File: config.mk
export PLATFORM = sky130hd
export DESIGN_NAME = fetch_stage
export DESIGN_NICKNAME = d
export VERILOG_FILES = /design/src/rtl/rv32i_pkg.sv /design/src/rtl/if_id_reg.sv /design/src/rtl/fetch_stage.sv
export SDC_FILE = /design/constraint.sdc
export NUM_CORES = 1
export LEC_CHECK = 0
export ABC_AREA = 1
export CAP_MARGIN = 15
export CORE_ASPECT_RATIO = 2
export CORE_MARGIN = 4
export CORE_UTILIZATION = 49
export DETAILED_ROUTE_END_ITERATION = 8
export GPL_ROUTABILITY_DRIVEN = 0
export GPL_TIMING_DRIVEN = 0
export PLACE_DENSITY_LB_ADDON = 0.25
export SETUP_SLACK_MARGIN = 0.4
export SYNTH_ARGS = -nofsm -noshare
export SYNTH_HDL_FRONTEND = slang
export SYNTH_SLANG_ARGS = --single-unit
export TNS_END_PERCENT = 100
File: constraint.sdc
create_clock -name clk -period 1.85 [get_ports clk]
set_clock_uncertainty 0.05 [all_clocks]
set_input_delay 0.185 -clock clk [delete_from_list [all_inputs] [get_ports clk]]
set_output_delay 0.185 -clock clk [all_outputs]
set_load 0.005 [all_outputs]
File: src/rtl/rv32i_pkg.sv
`default_nettype none
// ============================================================================
// Module   : rv32i_pkg
// Purpose  : Constants shared by the RV32I front-end blocks: data width,
//            canonical NOP encoding, default reset PC and default
//            instruction-memory word-address width.
// Revision : 1.0 - initial release
// ============================================================================
package rv32i_pkg;

    localparam int          C_XLEN     = 32;
    localparam logic [31:0] C_NOP      = 32'h0000_0013;  // addi x0, x0, 0
    localparam logic [31:0] C_RESET_PC = 32'h0000_0000;
    localparam int          C_IM_AW    = 6;              // 64-word IM

endpackage : rv32i_pkg
`default_nettype wire

File: src/rtl/if_id_reg.sv
`default_nettype none
// ============================================================================
// Module   : if_id_reg
// Purpose  : IF/ID pipeline register. One entry: PC, PC+4, instruction,
//            valid bit and the two fetch-fault flags.
// Ports    : clk, rst          - clock, synchronous active-high reset
//            load              - capture d_* as a valid entry
//            clear             - replace the entry with an invalid NOP
//            d_*               - entry to capture
//            q_*               - registered entry
//            Neither load nor clear: the entry holds.
// Revision : 1.0 - initial release
// ============================================================================
module if_id_reg
    import rv32i_pkg::*;
(
    input  logic        clk,
    input  logic        rst,
    input  logic        load,
    input  logic        clear,
    input  logic [31:0] d_pc,
    input  logic [31:0] d_pc_plus4,
    input  logic [31:0] d_instr,
    input  logic        d_misaligned,
    input  logic        d_oob,
    output logic [31:0] q_pc,
    output logic [31:0] q_pc_plus4,
    output logic [31:0] q_instr,
    output logic        q_valid,
    output logic        q_misaligned,
    output logic        q_oob
);

    always_ff @(posedge clk) begin
        if (rst) begin
            q_pc         <= '0;
            q_pc_plus4   <= '0;
            q_instr      <= C_NOP;
            q_valid      <= 1'b0;
            q_misaligned <= 1'b0;
            q_oob        <= 1'b0;
        end else if (clear) begin
            // PC fields are left as they were; only the payload is killed.
            q_instr      <= C_NOP;
            q_valid      <= 1'b0;
            q_misaligned <= 1'b0;
            q_oob        <= 1'b0;
        end else if (load) begin
            q_pc         <= d_pc;
            q_pc_plus4   <= d_pc_plus4;
            q_instr      <= d_instr;
            q_valid      <= 1'b1;
            q_misaligned <= d_misaligned;
            q_oob        <= d_oob;
        end
    end

endmodule : if_id_reg
`default_nettype wire

File: src/rtl/fetch_stage.sv
`default_nettype none
// ============================================================================
// Module   : fetch_stage
// Purpose  : Instruction fetch. Holds the PC, drives the IM word address,
//            captures the same-cycle IM read into the IF/ID register and
//            counts valid captures.
// Ports    : clk, rst                  - clock, synchronous active-high reset
//            stall                     - hold PC and IF/ID
//            flush                     - invalidate IF/ID
//            redirect, redirect_pc     - taken branch/jump target
//            addres, rd                - IM word address / read data
//            if_pc, if_pc_plus4, if_instr, if_valid,
//            if_misaligned, if_oob     - IF/ID entry
//            if_count                  - valid captures since reset
//            Edge priority: rst > redirect > stall > advance.
// Revision : 1.0 - initial release
// ============================================================================
module fetch_stage
    import rv32i_pkg::*;
#(
    parameter logic [31:0] RESET_PC = C_RESET_PC,
    parameter int          IM_AW    = C_IM_AW
) (
    input  logic             clk,
    input  logic             rst,
    input  logic             stall,
    input  logic             flush,
    input  logic             redirect,
    input  logic [31:0]      redirect_pc,
    output logic [IM_AW-1:0] addres,
    input  logic [31:0]      rd,
    output logic [31:0]      if_pc,
    output logic [31:0]      if_pc_plus4,
    output logic [31:0]      if_instr,
    output logic             if_valid,
    output logic             if_misaligned,
    output logic             if_oob,
    output logic [31:0]      if_count
);

    logic [31:0] r_pc;
    logic [31:0] r_count;
    logic [31:0] w_pc_plus4;
    logic        w_misaligned;
    logic        w_oob;
    logic [31:0] w_instr;
    logic        w_load;
    logic        w_clear;

    assign w_pc_plus4   = r_pc + 32'd4;   // wraps modulo 2^32
    assign w_misaligned = |r_pc[1:0];
    assign w_oob        = |r_pc[C_XLEN-1:IM_AW+2];
    // A faulting fetch still makes a valid entry, but never forwards rd.
    assign w_instr      = (w_misaligned || w_oob) ? C_NOP : rd;

    // Redirect overrides stall and always kills the entry being fetched.
    assign w_load  = !redirect && !stall && !flush;
    assign w_clear = redirect || flush;

    assign addres   = r_pc[IM_AW+1:2];
    assign if_count = r_count;

    always_ff @(posedge clk) begin
        if (rst) begin
            r_pc <= RESET_PC;
        end else if (redirect) begin
            r_pc <= redirect_pc;
        end else if (!stall) begin
            r_pc <= w_pc_plus4;
        end
    end

    always_ff @(posedge clk) begin
        if (rst) begin
            r_count <= '0;
        end else if (w_load) begin
            r_count <= r_count + 32'd1;
        end
    end

    if_id_reg u_if_id_reg (
        .clk          (clk),
        .rst          (rst),
        .load         (w_load),
        .clear        (w_clear),
        .d_pc         (r_pc),
        .d_pc_plus4   (w_pc_plus4),
        .d_instr      (w_instr),
        .d_misaligned (w_misaligned),
        .d_oob        (w_oob),
        .q_pc         (if_pc),
        .q_pc_plus4   (if_pc_plus4),
        .q_instr      (if_instr),
        .q_valid      (if_valid),
        .q_misaligned (if_misaligned),
        .q_oob        (if_oob)
    );

endmodule : fetch_stage
`default_nettype wire

==> results by group <==
Hold path
  – Hold Path Class: input pin to flip-flop

Finish
  – Final Core Density: 82.3%
  – Area delta synth->final: 65.2%
  – Share of cells above drive strength 1: 33.1%
  – Post-layout nets: 1536
  – Fillers: 920

Synthesis
  – Syn_nets: roughly 1200
  – Cells after synthesis: 1147
  – Register area share after synthesis: 42.3%
  – Synth top area share: 42.3%
  – Yosys reg bits: 161
  – Syn. warnings: 0
  – Area leader, netlist: dfxtp_1
  – Syn avg cell area: 6.65 um2
  – Synth top area cells: dfxtp_1, nand2_1, nor2_1
  – Synth Cell Area: 7620 um2
  – Netlist cell types: 34

Drt
  – DR WL met2: 18800 um
  – Routed met1 length: between 10000 and 15000 um
  – DRC Markers: 0
  – Antenna Nets Post-Route: 0
  – Vias per cell: 6.04
  – Iter 0 DRT Violations: 1021
  – Max layer used: met5
  – Drt total wl: 38600 um
  – Routed WL per cell: ~23 um
  – Routed vias: ~10000
  – Routed wl met3: 4120 um
  – Pre-antenna DRT Iters: 6

Global routing
  – Largest net degree at the start of global routing: 17
  – Vias in the first global route: 9337
  – First-pass GRT wire length: 47600 um
  – Total GRT Usage: 35.8%
  – Total grt overflow: 0
  – Antenna violations before repair: 3

Timing
  – Final worst-path cycle share: 102%
  – Least-Margin Pin Slew: 750 ps
  – Fmax: 530 MHz
  – Final WS setup: -36.1 ps
  – Fin crit period: 1890 ps
  – Slew headroom: roughly 50%
  – Hold Vio Cnt, Final: 0
  – Final setup vio count: 1
  – RSZ-0062 raised after global routing: true
  – Final max-slew violation count: 0

Power
  – Worst VDD drop: 0.744 mV
  – PD cells: 666 nW/um2
  – P_leak: 5.65 nW

CTS
  – Reg clk slew, reported paths: 70 ps
  – Worst skew pair latency: 440 ps
  – CTS Buffer Depth: 2
  – H-tree Lvls: 4
  – Clk Tree Root Cell: clkbuf_16
  – CTS tree: done
  – TritonCTS buffer count: 17
  – Sink Count: 161

Setup path
  – CP max stage delay: about 410 ps
  – CP max-delay cell: dfxtp_4
  – CP Capture Type: flip-flop
  – Cell breakdown of the critical path: nand2_1 > nor2_2 > nand2_1 > nor2_1 > nand3_1 > nand2_2 > nand2_1 > a21oi_1
  – Critical path peak fanout: 5
  – Crit path arrival time: 2200 ps
  – Most frequent CP cell: nand2_1
  – Crit Path Category: flip-flop to flip-flop
  – Worst setup SP type: flip-flop
  – Critical Path RT: roughly 2200 ps

Status
  – Run status: finished with violations
  – Failing checks: setup timing

Flow run
  – Max-cap violations: 0

Place
  – DP HPWL: 21000 um
  – Number of port buffers: 204
  – DP Worst Slack: -409 ps

Floorplan
  – Core Area: 15300 um2
  – Rows: 64
  – Initial Utilization: 49.8%
  – Chip width: 96.2 um
  – Die Y: approximately 180 um
  – IO Pins: 206
  – DIE AREA: 17700 um2
cell families (layout without fill, tap and decap cells):
logic type,count (synthesis),after routing,synth area share (%)
and+or+nand+nor,568,568,30.8
buffers and inverters,191,520,10.4
xor gates and xnor gates,18,18,2.07
DFF,161,161,42.3
adders and majority gates,2,2,0.328
AOI/OAI and AO/OA,207,207,14.1
other,0,2,0
cell usage after synthesis:
cell type and instances:
a211oi_1 1, a211oi_2 2, a21o_1 1, a21oi_1 101
a31oi_1 7, and2_1 3, buf_1 2, buf_2 17
buf_4 11, buf_6 2, clkbuf_1 29, dfxtp_1 161
ha_1 2, inv_1 128, inv_2 2, nand2_1 296
nand2_2 1, nand3_1 30, nand3_2 1, nand4_1 37
nor2_1 180, nor2_2 8, nor2_4 2, nor2_8 1
nor3_1 7, nor3_2 1, nor4_1 1, o211ai_1 1
o21a_1 1, o21ai_0 91, o21bai_1 1, o221ai_1 1
xnor2_1 3, xor2_1 15
metrics by stage:
| stage | cells | power, mW | area [um2] | hold slack, ps | TNS [ps] |
|---|---|---|---|---|---|
| floorplan | 1147 | 4.16 | 7680 | 259 | 0 |
| CTS | 1637 | 8.06 | 11600 | 75.4 | 0 |
| finish | 1676 | 8.38 | 12600 | 95.7 | -36.1 |
| detailed placement | 1549 | 4.66 | 9970 | 403 | -37370 |
| global placement | 1549 | 4.65 | 9970 | 398 | -33370 |
| global route | 1676 | 8.54 | 12600 | 105 | -332 |
power breakdown:
| group | internal (mW) | switching [mW] | leakage [nW] |
|---|---|---|---|
| registers | 3.56 | 0.129 | 1.35 |
| logic | 0.538 | 0.666 | 4.02 |
| clock network | 1.96 | 1.52 | 0.272 |
layer usage:
layer	global-route usage [%]	vias to the layer above
met1	34.7	4581
met4	31.2	2
li1	-	4264
met5	0	-
met3	7.11	386
met2	61.8	885
final cells by class:
cell class / instances / area (um2) / area share, %
Multi-Input combinational cell: 795 / 4750 / 37.7
Tap cell: 198 / 248 / 1.97
Timing Repair Buffer: 299 / 2740 / 21.7
Clock inverter: 11 / 119 / 0.944
Antenna cell: 2 / 5.00 / 0.0397
Buffer: 61 / 413 / 3.28
Clock buffer: 19 / 433 / 3.44
Inverter: 130 / 495 / 3.93
Sequential cell: 161 / 3390 / 26.9
cell usage in the layout (no fill, tap or decap), types with 28 or more instances in the layout:
cell and count:
nand2_1 225, dlygate4sd2_1 134, nor2_1 120, inv_1 113, a21oi_1 83, dfxtp_1 81, buf_4 79, clkdlybuf4s50_1 66
o21ai_0 56, dfxtp_2 52, nand2_2 51, nor2_4 45, nand4_1 37, buf_6 29, dfxtp_4 28
registers in the layout (all words and copies together), names as in the netlist:
name                      flops
if_count                     32
r_pc                         32
u_if_id_reg.q_instr          32
u_if_id_reg.q_pc             32
u_if_id_reg.q_pc_plus4       30
u_if_id_reg.q_misaligned      1
u_if_id_reg.q_oob             1
u_if_id_reg.q_valid           1
worst paths after layout:
path / start / end / slack (ps) / cells after the start
worst max-delay path: r_pc[16] / r_pc[31] / -40 / 8
worst min register to register: u_if_id_reg.q_instr[25] / u_if_id_reg.q_instr[25] / 410 / 2
worst min-delay path: redirect / r_pc[0] / 100 / 3
worst max register to register: r_pc[16] / r_pc[31] / -40 / 8
timing repair:
| action | 4_1_cts | 5_1_grt |
|---|---|---|
| buffers inserted | 57 | 34 |
| hold buffers | 0 | 0 |
| setup endpoints to repair | 293 | 156 |
| gates resized for setup | 443 | 203 |
| gates cloned | 1 | 3 |
| pin swaps | 62 | 93 |
critical path, delay by kind of cell (launching register included):
family | cells | cell delay [ps]
simple gates | 7 | 1190
flops | 1 | 410
compound gates | 1 | 160
Note: power is estimated with default switching activity, not from simulation.
